[config.mk]
export PLATFORM = sky130hd
export DESIGN_NAME = btb_assoc
export DESIGN_NICKNAME = d
export VERILOG_FILES = /design/src/rtl/btb_assoc.sv
export SDC_FILE = /design/constraint.sdc
export NUM_CORES = 1
export LEC_CHECK = 0
export BUFFER_PORTS_ARGS = -buffer_cell sky130_fd_sc_hd__buf_2
export CAP_MARGIN = 20
export CORE_UTILIZATION = 25
export CTS_CLUSTER_SIZE = 12
export DETAILED_ROUTE_END_ITERATION = 8
export PLACE_DENSITY_LB_ADDON = 0.1
export SYNTH_ARGS = -nofsm -noshare
export SYNTH_HDL_FRONTEND = slang
export SYNTH_SLANG_ARGS = --single-unit
[constraint.sdc]
create_clock -name clk -period 6.7 [get_ports clk]
set_input_delay 1.34 -clock clk [delete_from_list [all_inputs] [get_ports clk]]
set_output_delay 1.34 -clock clk [all_outputs]
set_load 0.005 [all_outputs]
[src/rtl/btb_assoc.sv]
// ---------------------------------------------------------------------------
// btb_assoc -- set-associative branch target buffer
//
// Purpose:
//   Predicts branch targets with a WAYS-way, SETS-set table. A lookup
//   registers its hit, target and taken prediction one cycle later. A resolved
//   branch either refreshes its entry or, if it was taken, allocates one.
//   Victim selection uses the lowest invalid way first, then a round-robin
//   pointer kept for each set.
//
// Parameters:
//   WAYS      associativity (power of two, 1..8)
//   SETS      number of sets (power of two, 2..64)
//   PC_WIDTH  width of PCs and targets
//
// Ports:
//   clk            in   rising-edge clock
//   reset_n        in   asynchronous active-low reset
//   lookup_valid   in   lookup request this cycle
//   lookup_pc      in   PC to look up
//   hit            out  registered: previous lookup matched
//   target_pc      out  registered: target of the matching entry (0 on miss)
//   predict_taken  out  registered: taken prediction for the previous lookup
//   update_valid   in   resolved-branch update this cycle
//   update_pc      in   PC of the resolved branch
//   update_target  in   resolved target
//   update_taken   in   resolved direction
//   flush          in   invalidate all entries
//
// Configuration macro:
//   BTB_COUNTER_EN  adds a 2-bit saturating counter per entry that drives
//                   predict_taken. Without it, predict_taken follows hit, and a
//                   not-taken update that hits invalidates the entry.
// ---------------------------------------------------------------------------
module btb_assoc #(
  parameter int WAYS     = 2,
  parameter int SETS     = 8,
  parameter int PC_WIDTH = 32
) (
  input  logic                clk,
  input  logic                reset_n,
  input  logic                lookup_valid,
  input  logic [PC_WIDTH-1:0] lookup_pc,
  output logic                hit,
  output logic [PC_WIDTH-1:0] target_pc,
  output logic                predict_taken,
  input  logic                update_valid,
  input  logic [PC_WIDTH-1:0] update_pc,
  input  logic [PC_WIDTH-1:0] update_target,
  input  logic                update_taken,
  input  logic                flush
);

  localparam int IDX_W = $clog2(SETS);
  localparam int TAG_W = PC_WIDTH - IDX_W - 2;
  localparam int PTR_W = (WAYS > 1) ? $clog2(WAYS) : 1;

  // Control state: reset and flushed
  logic [WAYS-1:0]     r_valid [SETS];
  logic [PTR_W-1:0]    r_ptr   [SETS];
  // Payload storage: never reset, only meaningful under r_valid
  logic [TAG_W-1:0]    r_tag   [SETS][WAYS];
  logic [PC_WIDTH-1:0] r_tgt   [SETS][WAYS];
`ifdef BTB_COUNTER_EN
  logic [1:0]          r_ctr   [SETS][WAYS];

  function automatic logic [1:0] sat_inc(input logic [1:0] c);
    return (c == 2'b11) ? c : c + 2'd1;
  endfunction

  function automatic logic [1:0] sat_dec(input logic [1:0] c);
    return (c == 2'b00) ? c : c - 2'd1;
  endfunction
`endif

  // PC bits [1:0] do not take part in indexing or tagging
  logic w_unused_pc_lsbs;
  assign w_unused_pc_lsbs = ^{lookup_pc[1:0], update_pc[1:0]};

  logic [IDX_W-1:0] w_lk_idx, w_up_idx;
  logic [TAG_W-1:0] w_lk_tag, w_up_tag;
  assign w_lk_idx = lookup_pc[IDX_W+1:2];
  assign w_lk_tag = lookup_pc[PC_WIDTH-1:IDX_W+2];
  assign w_up_idx = update_pc[IDX_W+1:2];
  assign w_up_tag = update_pc[PC_WIDTH-1:IDX_W+2];

  // Lookup compare; scanning downward leaves the lowest matching way selected
  logic             w_lk_hit;
  logic [PTR_W-1:0] w_lk_way;
  always_comb begin
    w_lk_hit = 1'b0;
    w_lk_way = '0;
    for (int w = WAYS - 1; w >= 0; w--) begin
      if (r_valid[w_lk_idx][w] && (r_tag[w_lk_idx][w] == w_lk_tag)) begin
        w_lk_hit = 1'b1;
        w_lk_way = PTR_W'(w);
      end
    end
  end

  // Update compare, plus the lowest invalid way as the preferred victim
  logic             w_up_hit, w_up_has_inv;
  logic [PTR_W-1:0] w_up_way, w_inv_way, w_alloc_way, w_ptr_next;
  always_comb begin
    w_up_hit     = 1'b0;
    w_up_way     = '0;
    w_up_has_inv = 1'b0;
    w_inv_way    = '0;
    for (int w = WAYS - 1; w >= 0; w--) begin
      if (r_valid[w_up_idx][w] && (r_tag[w_up_idx][w] == w_up_tag)) begin
        w_up_hit = 1'b1;
        w_up_way = PTR_W'(w);
      end
      if (!r_valid[w_up_idx][w]) begin
        w_up_has_inv = 1'b1;
        w_inv_way    = PTR_W'(w);
      end
    end
  end

  assign w_alloc_way = w_up_has_inv ? w_inv_way : r_ptr[w_up_idx];
  assign w_ptr_next  = (r_ptr[w_up_idx] == PTR_W'(WAYS - 1)) ? '0
                     : r_ptr[w_up_idx] + PTR_W'(1);

  logic w_wr_en;
  assign w_wr_en = update_valid && !flush;

  // Stage p1: registered lookup result (reads pre-update, pre-flush contents)
  always_ff @(posedge clk or negedge reset_n) begin
    if (!reset_n) begin
      hit           <= 1'b0;
      target_pc     <= '0;
      predict_taken <= 1'b0;
    end else begin
      hit       <= lookup_valid && w_lk_hit;
      target_pc <= (lookup_valid && w_lk_hit) ? r_tgt[w_lk_idx][w_lk_way] : '0;
`ifdef BTB_COUNTER_EN
      predict_taken <= lookup_valid && w_lk_hit && r_ctr[w_lk_idx][w_lk_way][1];
`else
      predict_taken <= lookup_valid && w_lk_hit;
`endif
    end
  end

  // Valid bits and victim pointers; flush wins over a same-cycle update
  always_ff @(posedge clk or negedge reset_n) begin
    if (!reset_n) begin
      for (int s = 0; s < SETS; s++) begin
        r_valid[s] <= '0;
        r_ptr[s]   <= '0;
      end
    end else if (flush) begin
      for (int s = 0; s < SETS; s++) begin
        r_valid[s] <= '0;
        r_ptr[s]   <= '0;
      end
    end else if (update_valid) begin
      if (w_up_hit) begin
`ifndef BTB_COUNTER_EN
        if (!update_taken) r_valid[w_up_idx][w_up_way] <= 1'b0;
`endif
      end else if (update_taken) begin
        r_valid[w_up_idx][w_alloc_way] <= 1'b1;
        // The pointer only advances when it actually chose the victim
        if (!w_up_has_inv) r_ptr[w_up_idx] <= w_ptr_next;
      end
    end
  end

  // Payload writes
  always_ff @(posedge clk) begin
    if (w_wr_en) begin
      if (w_up_hit) begin
        r_tgt[w_up_idx][w_up_way] <= update_target;
`ifdef BTB_COUNTER_EN
        r_ctr[w_up_idx][w_up_way] <= update_taken ? sat_inc(r_ctr[w_up_idx][w_up_way])
                                                  : sat_dec(r_ctr[w_up_idx][w_up_way]);
`endif
      end else if (update_taken) begin
        r_tag[w_up_idx][w_alloc_way] <= w_up_tag;
        r_tgt[w_up_idx][w_alloc_way] <= update_target;
`ifdef BTB_COUNTER_EN
        r_ctr[w_up_idx][w_alloc_way] <= 2'b10;
`endif
      end
    end
  end

endmodule

### Word-level counts from Yosys, hierarchy flattened

Memory sizes are Yosys's and may differ from the RTL's.
Index checks and enable logic that the tools add are counted.

* register bits: 57
* memory bits (writable): 944
* input bits: 102
* output and inout bits: 34
* word-level logic and storage cells: 252
* memories kept: 2

* add/sub/neg operators: 1
* magnitude comparators: 12
* eq/ne operators: 7
* multiplexer cells: 123
* bitwise logic cells: 72
* reductions and logical operators: 17

Memories
* r_tgt: depth 8, bits a word 64, rd ports 1, clocked after Yosys merged registers in 0, write ports 1, RTL line 63 `logic [PC_WIDTH-1:0] r_tgt [SETS][WAYS];`
* r_tag: depth 8, bits a word 54, rd ports 2, clocked after Yosys merged registers in 0, write ports 1, RTL line 62 `logic [TAG_W-1:0] r_tag [SETS][WAYS];`

Operator list (number)
* $mux W32: 6
* $mux W64: 2
* $eq A27 B27 Y1: 4
* $mux W1: 85
* $mux W16: 5
* $demux W32 S1: 2
* $or A1 B1 Y1: 64
* $mux W54: 1
* $mux W8: 5
* $demux W27 S1: 1
* $mux W27: 1
* $and A16 B16 Y16: 1
* $not A16 Y16: 1
* $or A16 B16 Y16: 1
* $bmux W2 S3: 2
* $demux W2 S3: 2
* $mux W2: 6
* $logic_and A1 B1 Y1: 11
* $bwmux W8: 1
* $ge A4 B4 Y1 const B: 2
* $not A3 Y4: 2
* $ge A2 B2 Y1 const B: 3
* $not A1 Y2: 3
* $lt A1 B2 Y1 const B: 2
* other kinds (14): 19

### Longest topological paths before layout

Gate-level depths: netlist of run 1.

* depth in word-level cells: 19
* gate-level depth with buffers: 14
* mapped depth without buffers: 8

### Worst setup path before layout of run 1

OpenSTA, ideal clock, no wires.

* kind: input -> register
* start: input port update_pc[2]
* end: memory r_tgt[0][32] in the netlist's numbering, enable pin
* library setup time: 0.461 ns
* data arrival time: 6.028 ns
* required time: 6.239 ns
* slack: 0.211 ns
* stages on the path: 11
* path buffers: 3
* cell sequence: buf_2 buf_2 mux4_2 mux2i_1 xor2_1 nand4_1 nor4_1 nand2_1 clkbuf_1 a21boi_2 nor3_1

* cells in the longest elaborated chain, start to end: 14
* elaborated cells on any way between the ends: 38
* classes of those cells: 4 x order compare; 2 x eq/ne; 23 x mux; 4 x bitwise; 4 x reduce/logical; 1 x memory

RTL lines
* start: declaration: RTL line 48 `input logic [PC_WIDTH-1:0] update_pc,`
* branches (longest 14 deep; another with $mem_v2 Z8 W54)
* end: declaration: RTL line 63

Parallel ways; which one is timed is not known. The select of a mux whose other input is x is not followed.

### Worst setup path after layout of run 1

* start: input port update_pc[2]
* end: memory r_tgt[5][26] in the netlist's numbering, enable pin

The elaborated chain is that of the path after synthesis.

==> flow_summary.toml, run 1 <==
[synth]
synth_area_leaders = "edfxtp_1 65%, mux4_2 15%, mux2i_1 4.4%"
syn_avg_cell_area_um2 = 18.5
synthesis.nets = 2444
synthesis.area_mm2 = 0.0434
synth_seq_cells = 1001
synth_common_cells = "944 x edfxtp_1, 286 x mux4_2, 191 x mux2i_1"
yosysTopAreaCellShare_pct = 65.3
synth-seq-area-share_pct = 68.6
postSynthCellCount = 2342
ys_warn_count = 0
async_flop_share_pct = 5.69
synth.most_common_cell = "edfxtp_1"
synth_edf_count = 944
synth.distinct_cells = 61
synth_top_area_cell = "edfxtp_1"
synth_ff_type = "edfxtp_1"

[drt]
ant_nets = 0
dr.first_iter.drc_count = 1999
routed-via-count = 24100
wire_per_inst_um = 28.6
routed_wl_um = 143000
drc = 0
viasPerCell = 4.83
dr.pass1.iters = 7

[timing]
max_freq_mhz = 183
worst_pin_slew_ns = 1.10
post-route-period-util_pct = 81.5
setup_violations = 0
min_period_ns = 5.46
clock_skew_ns = 0.0685
whs_ns = 0.461
rsz0062_at_grt = "no"
slew_violations = 0
fin_setup_tns_ns = 0
hold_violations = 0
relSlewSlack_pct = 26.8

[clocking]
hold_buffers = 0
cts_max_path_buffers = 3
clk_latency_ns = 0.75
cts_tree = "built"
cts_buffers = 116
cts.sinks = 1001
postCtsSetupRepairBufs = 0
htreeDepth = 3
path_clk_slew_ns = 0.06
ctsResizeCount = 0
root_buffer = "clkbuf_16"

[finish]
final-instance-count-excl-fill = 4992
drive_gt1_share_pct = 29.4
nets = 2677
area_growth_syn_to_layout_pct = 19.8

[placed_design]
place_hpwl_um = 86000
place_congestion = 0.787
dp_cells = 4767
portBuffers = 131

[global_routing]
grt_antenna_before_repair = 25
grt_max_degree = 60
grt_overflow = 0
track_usage_pct = 16.3
grt_pass1_wl_um = 201000
grt_pass1_vias = 25600

[floorplan]
placementRows = 152
die_h_um = 419
io_pins = 136
die_area_mm2 = 0.175
die_w_um = 419
initial_utilization_pct = 25.2
core_area_mm2 = 0.172

[worst_setup_path]
cp.required_ns = 7.12
path_class = "in2reg"
path_max_fanout = 53
end_kind = "flop"
crit_arrival_ns = 5.88
startpoint_type = "primary input"

[pwr]
p_leak_uw = 0.0171
p_per_area_mw_per_mm2 = 271
peakVddDrop_mv = 0.194

[run]
cap_violations = 0

[status]
status = "complete, no violations"

[hold_path]
hp-class = "in2async"
worst paths after layout:
kind / depth (start not counted) / slack, ns / endpoint / startpoint
worst max register to register: 10 / 2.35 / target_pc[24] / r_tag[7][11]
worst min-delay path: 1 / 0.46 / target_pc[27] / reset_n
max in group asynchronous: 2 / 5.07 / r_ptr[3] / reset_n
worst min register to register: 2 / 0.55 / r_ptr[6] / r_ptr[6]
min in group clk: 2 / 0.55 / r_ptr[6] / r_ptr[6]
worst max-delay path: 12 / 1.24 / r_tgt[5][26] / update_pc[2]
routing by layer:
| metal | track usage [%] | part of all wire (%) |
|---|---|---|
| met5 | 0 | 0.046 |
| met4 | 4.07 | 2.0 |
| met3 | 2.22 | 4.4 |
| met2 | 26.3 | 48 |
| met1 | 23.0 | 46 |
per-stage QoR:
stage | instance area, um^2 | utilization [%] | total power (uW) | setup slack (ns)
2_1_floorplan | 43400 | - | 7500 | 0.211
3_3_place_gp | 48200 | 28.0 | 7910 | 0.476
3_5_place_dp | 48200 | 28.0 | 7920 | 0.489
4_1_cts | 52000 | 30.2 | 14300 | 1.27
5_1_grt | 52000 | 30.3 | 14600 | 1.19
6_report | 52000 | 30.3 | 14100 | 1.24
layout by cell type, fill, tap and decap left out, types with 20 or more instances in the layout:
cell type / instances
edfxtp_1: 944
mux4_2: 286
mux2i_1: 191
buf_2: 125
clkbuf_16: 117
nand2_1: 94
a21oi_1: 85
nand2b_1: 81
buf_4: 80
xor2_1: 60
dfrtp_1: 57
buf_12: 55
a22oi_1: 44
o21ai_0: 32
a211oi_1: 32
o31a_1: 32
clkbuf_1: 31
clkinv_2: 24
nand4_1: 23
and3_1: 20
worst max-delay path: stages:
cell and delay [ns]:
clkbuf_8 0.57, buf_4 0.31, mux4_2 0.51, mux2i_1 0.18, xor2_1 0.72, nand4_1 0.42
nor4_1 0.41, buf_4 0.19, a22o_1 0.12, and3_1 0.40, and2_2 0.43, buf_4 0.25
final cells by class:
| cell class | count | area [um^2] |
|---|---|---|
| diodes | 5 | 12.5 |
| clock buffers | 165 | 3280 |
| clock inverters | 55 | 552 |
| fillers | 16900 | 120000 |
| inverters | 11 | 42.5 |
| multi-input cells | 1181 | 13100 |
| flip-flops and latches | 1001 | 29800 |
| well taps | 2310 | 2890 |
| repair buffers | 264 | 2390 |
power by group:
group | switching (uW) | internal, uW
Clock | 2630 | 3680
Combinational | 565 | 335
Sequential | 6.89 | 6870
cell families (layout without fill, tap and decap cells):
kind of cell	Yosys count	after routing	synth area share, %
DFF	1001	1001	68.6
buffers and inverters	160	495	1.74
xor gates and xnor gates	74	74	1.49
AOI/OAI and AO/OA	289	289	4.50
other	0	5	0
muxes	494	494	19.7
and+or+nand+nor	324	324	3.98
sequential cells by signal (all words and copies together) (netlist names):
name           flops
target_pc         32
r_tgt            512
r_valid           16
predict_taken      1
r_tag            432
r_ptr              8
Power figures use the tool's default switching activity.
==> run 2: changes to the inputs <==
Settings changed: ABC_AREA set to 1.
Clock period 6.7 ns to 5.7 ns, I/O delays scaled along.
==> run 2 against run 1 <==
Compared with the run above: worst hold slack got worse by 0.29 ns; register-to-register slack got worse by 0.29 ns; sequential power up 18%; non-clock buffer count increased by 12; via count rose by 46%; clock power rose by 30%; routed wire length is 25% higher; worst setup slack improved by 0.22 ns; utilization fell by 0.30 points; critical path type unchanged; largest cell class unchanged; highest routed layer unchanged.
==> flow_summary.toml, run 2 <==
[finish]
final-instance-count-excl-fill = 7543
mostFrequentLayoutCells = "1165 x nand2_1, 944 x edfxtp_1, 479 x o21ai_0, 479 x nor2_1, 459 x inv_1"
area_growth_syn_to_layout_pct = 18.5
drive_gt1_share_pct = 10.3
layout_top_registers = "r_tgt (512), r_tag (432), target_pc (32)"
largest_reg_flops = 512
largest_register = "r_tgt"
final_common_cell = "nand2_1"
nets = 5061

[synth]
synth.most_common_cell = "nand2_1"
synth_ff_type = "edfxtp_1"
yosysTopAreaCellShare_pct = 60.2
synth_edf_count = 944
async_flop_share_pct = 5.69
synthesis.area_mm2 = 0.0471
syn_avg_cell_area_um2 = 9.73
synth_top_area_cell = "edfxtp_1"
synth_area_leaders = "edfxtp_1 60%, nand2_1 9.3%, o21ai_0 5.1%"
synth_seq_cells = 1001
ys_warn_count = 0
synthesis.nets = 4937
synth.distinct_cells = 40
postSynthCellCount = 4835
synth-seq-area-share_pct = 63.3
synth_common_cells = "1167 x nand2_1, 944 x edfxtp_1, 495 x nor2_1"

[timing]
worst_pin_slew_ns = 1.16
post-route-period-util_pct = 74.5
fin_ws_ns = 1.46
whs_ns = 0.166
fin_setup_tns_ns = 0
max_freq_mhz = 236
setup_violations = 0
slew_violations = 0
rsz0062_at_grt = "no"
relSlewSlack_pct = 22.6
min_period_ns = 4.24
clock_skew_ns = 0.0328
hold_violations = 0

[clocking]
root_buffer = "clkbuf_16"
cts_max_path_buffers = 3
cts.sinks = 1001
htreeDepth = 4
ctsResizeCount = 0
cts_buffers = 130
path_clk_slew_ns = 0.06
cts_tree = "built"
hold_buffers = 0
clk_latency_ns = 0.80
postCtsSetupRepairBufs = 0

[floorplan]
placementRows = 158
io_pins = 136
die_h_um = 436
initial_utilization_pct = 25.3
die_area_mm2 = 0.190
core_area_mm2 = 0.186
die_w_um = 436

[placed_design]
portBuffers = 131
dp_cells = 7307
place_ws_ns = 0.759
place_congestion = 0.860
place_hpwl_um = 107000

[global_routing]
grt_pass1_wl_um = 253000
grt_overflow = 0
track_usage_pct = 18.5
grt_antenna_before_repair = 17
grt_pass1_vias = 33700
grt_max_degree = 201

[drt]
viasPerCell = 4.67
ant_nets = 0
routed-via-count = 35200
wire_per_inst_um = 23.6
dr.first_iter.drc_count = 2967
routed_wl_um = 178000
drc = 0
dr.pass1.iters = 7

[pwr]
p_leak_uw = 0.0212
peakVddDrop_mv = 0.235
p_per_area_mw_per_mm2 = 317

[hold_path]
hp-class = "in2async"

[worst_setup_path]
crit_arrival_ns = 4.68
path_class = "in2reg"
path_max_fanout = 48
startpoint_type = "primary input"
end_kind = "flop"
cp.required_ns = 6.14

[status]
status = "complete, no violations"

[run]
cap_violations = 0
run 2: changes by cell type in the layout (fill, tap and decap cells not counted), sizes merged, moves of 66 or more:
| cell | delta |
|---|---|
| nand2 | +1079 |
| nor2 | +480 |
| o21ai | +475 |
| inv | +465 |
| nand3 | +379 |
| mux4 | -286 |
| mux2i | -191 |
| a21oi | +143 |
| nand2b | -81 |
| o211ai | +66 |
run 2: final cells by class:
type	instances	area, um^2
fill	19500	130000
multi-input combinational	3076	14400
clock inverter	47	584
inverter	474	1820
tap	2480	3100
antenna	6	15.0
clock buffer	183	3590
timing repair buffer	276	2520
sequential	1001	29800
run 2: metal layers:
layer	vias to the layer above	track usage, %	share of wire, %
met3	259	3.01	4.7
met4	10	6.03	2.9
met1	17300	25.6	47
met2	843	29.3	46
li1	16800	-	-
met5	-	0	0.043
run 2: worst max-delay path, cell delays in order:
cell and delay [ns]:
buf_8 0.19, inv_6 0.16, buf_12 0.25, buf_4 0.30
nand2_1 0.08, nand3_1 0.09, nand2_1 0.14, nor2_1 0.12
nor2_1 0.06, nor2_1 0.32, nand2_1 0.09, nor2_1 0.12
nand2_1 0.10, nor2_4 0.35, nand3_1 0.21, buf_4 0.26
a21oi_4 0.18, buf_12 0.32
run 2: path summary, 6_finish.rpt:
| check | cells past startpoint | slack (ns) | from | endpoint |
|---|---|---|---|---|
| max | 18 | 1.46 | update_pc[2] | r_tgt[6][41] |
| max reg2reg | 15 | 2.06 | r_tag[5][16] | target_pc[7] |
| max in group asynchronous | 2 | 4.45 | reset_n | target_pc[5] |
| min in group clk | 2 | 0.49 | r_valid[2] | r_valid[2] |
| min reg2reg | 2 | 0.49 | r_valid[2] | r_valid[2] |
| min | 1 | 0.17 | reset_n | target_pc[27] |
run 2: stage by stage:
step | util, % | cell area (um^2) | power (uW)
after floorplan | - | 47100 | 9040
after global placement | 27.7 | 51600 | 9720
after detailed placement | 27.7 | 51600 | 9710
after CTS | 29.9 | 55800 | 18000
after global routing | 29.9 | 55800 | 18400
final | 30.0 | 55800 | 17700
run 2: cells by family after synthesis:
| logic type | count (synthesis) | synth area share (%) |
|---|---|---|
| buffers and inverters | 758 | 6.83 |
| xor gates and xnor gates | 9 | 0.168 |
| and+or+nand+nor | 2125 | 18.5 |
| DFF | 1001 | 63.3 |
| AOI/OAI and AO/OA | 942 | 11.2 |
run 2: report_power, final:
| part | switching [uW] | internal, uW | total, uW |
|---|---|---|---|
| Combinational | 1090 | 370 | 1460 |
| Clock | 3400 | 4750 | 8160 |
| Sequential | 12.0 | 8080 | 8090 |
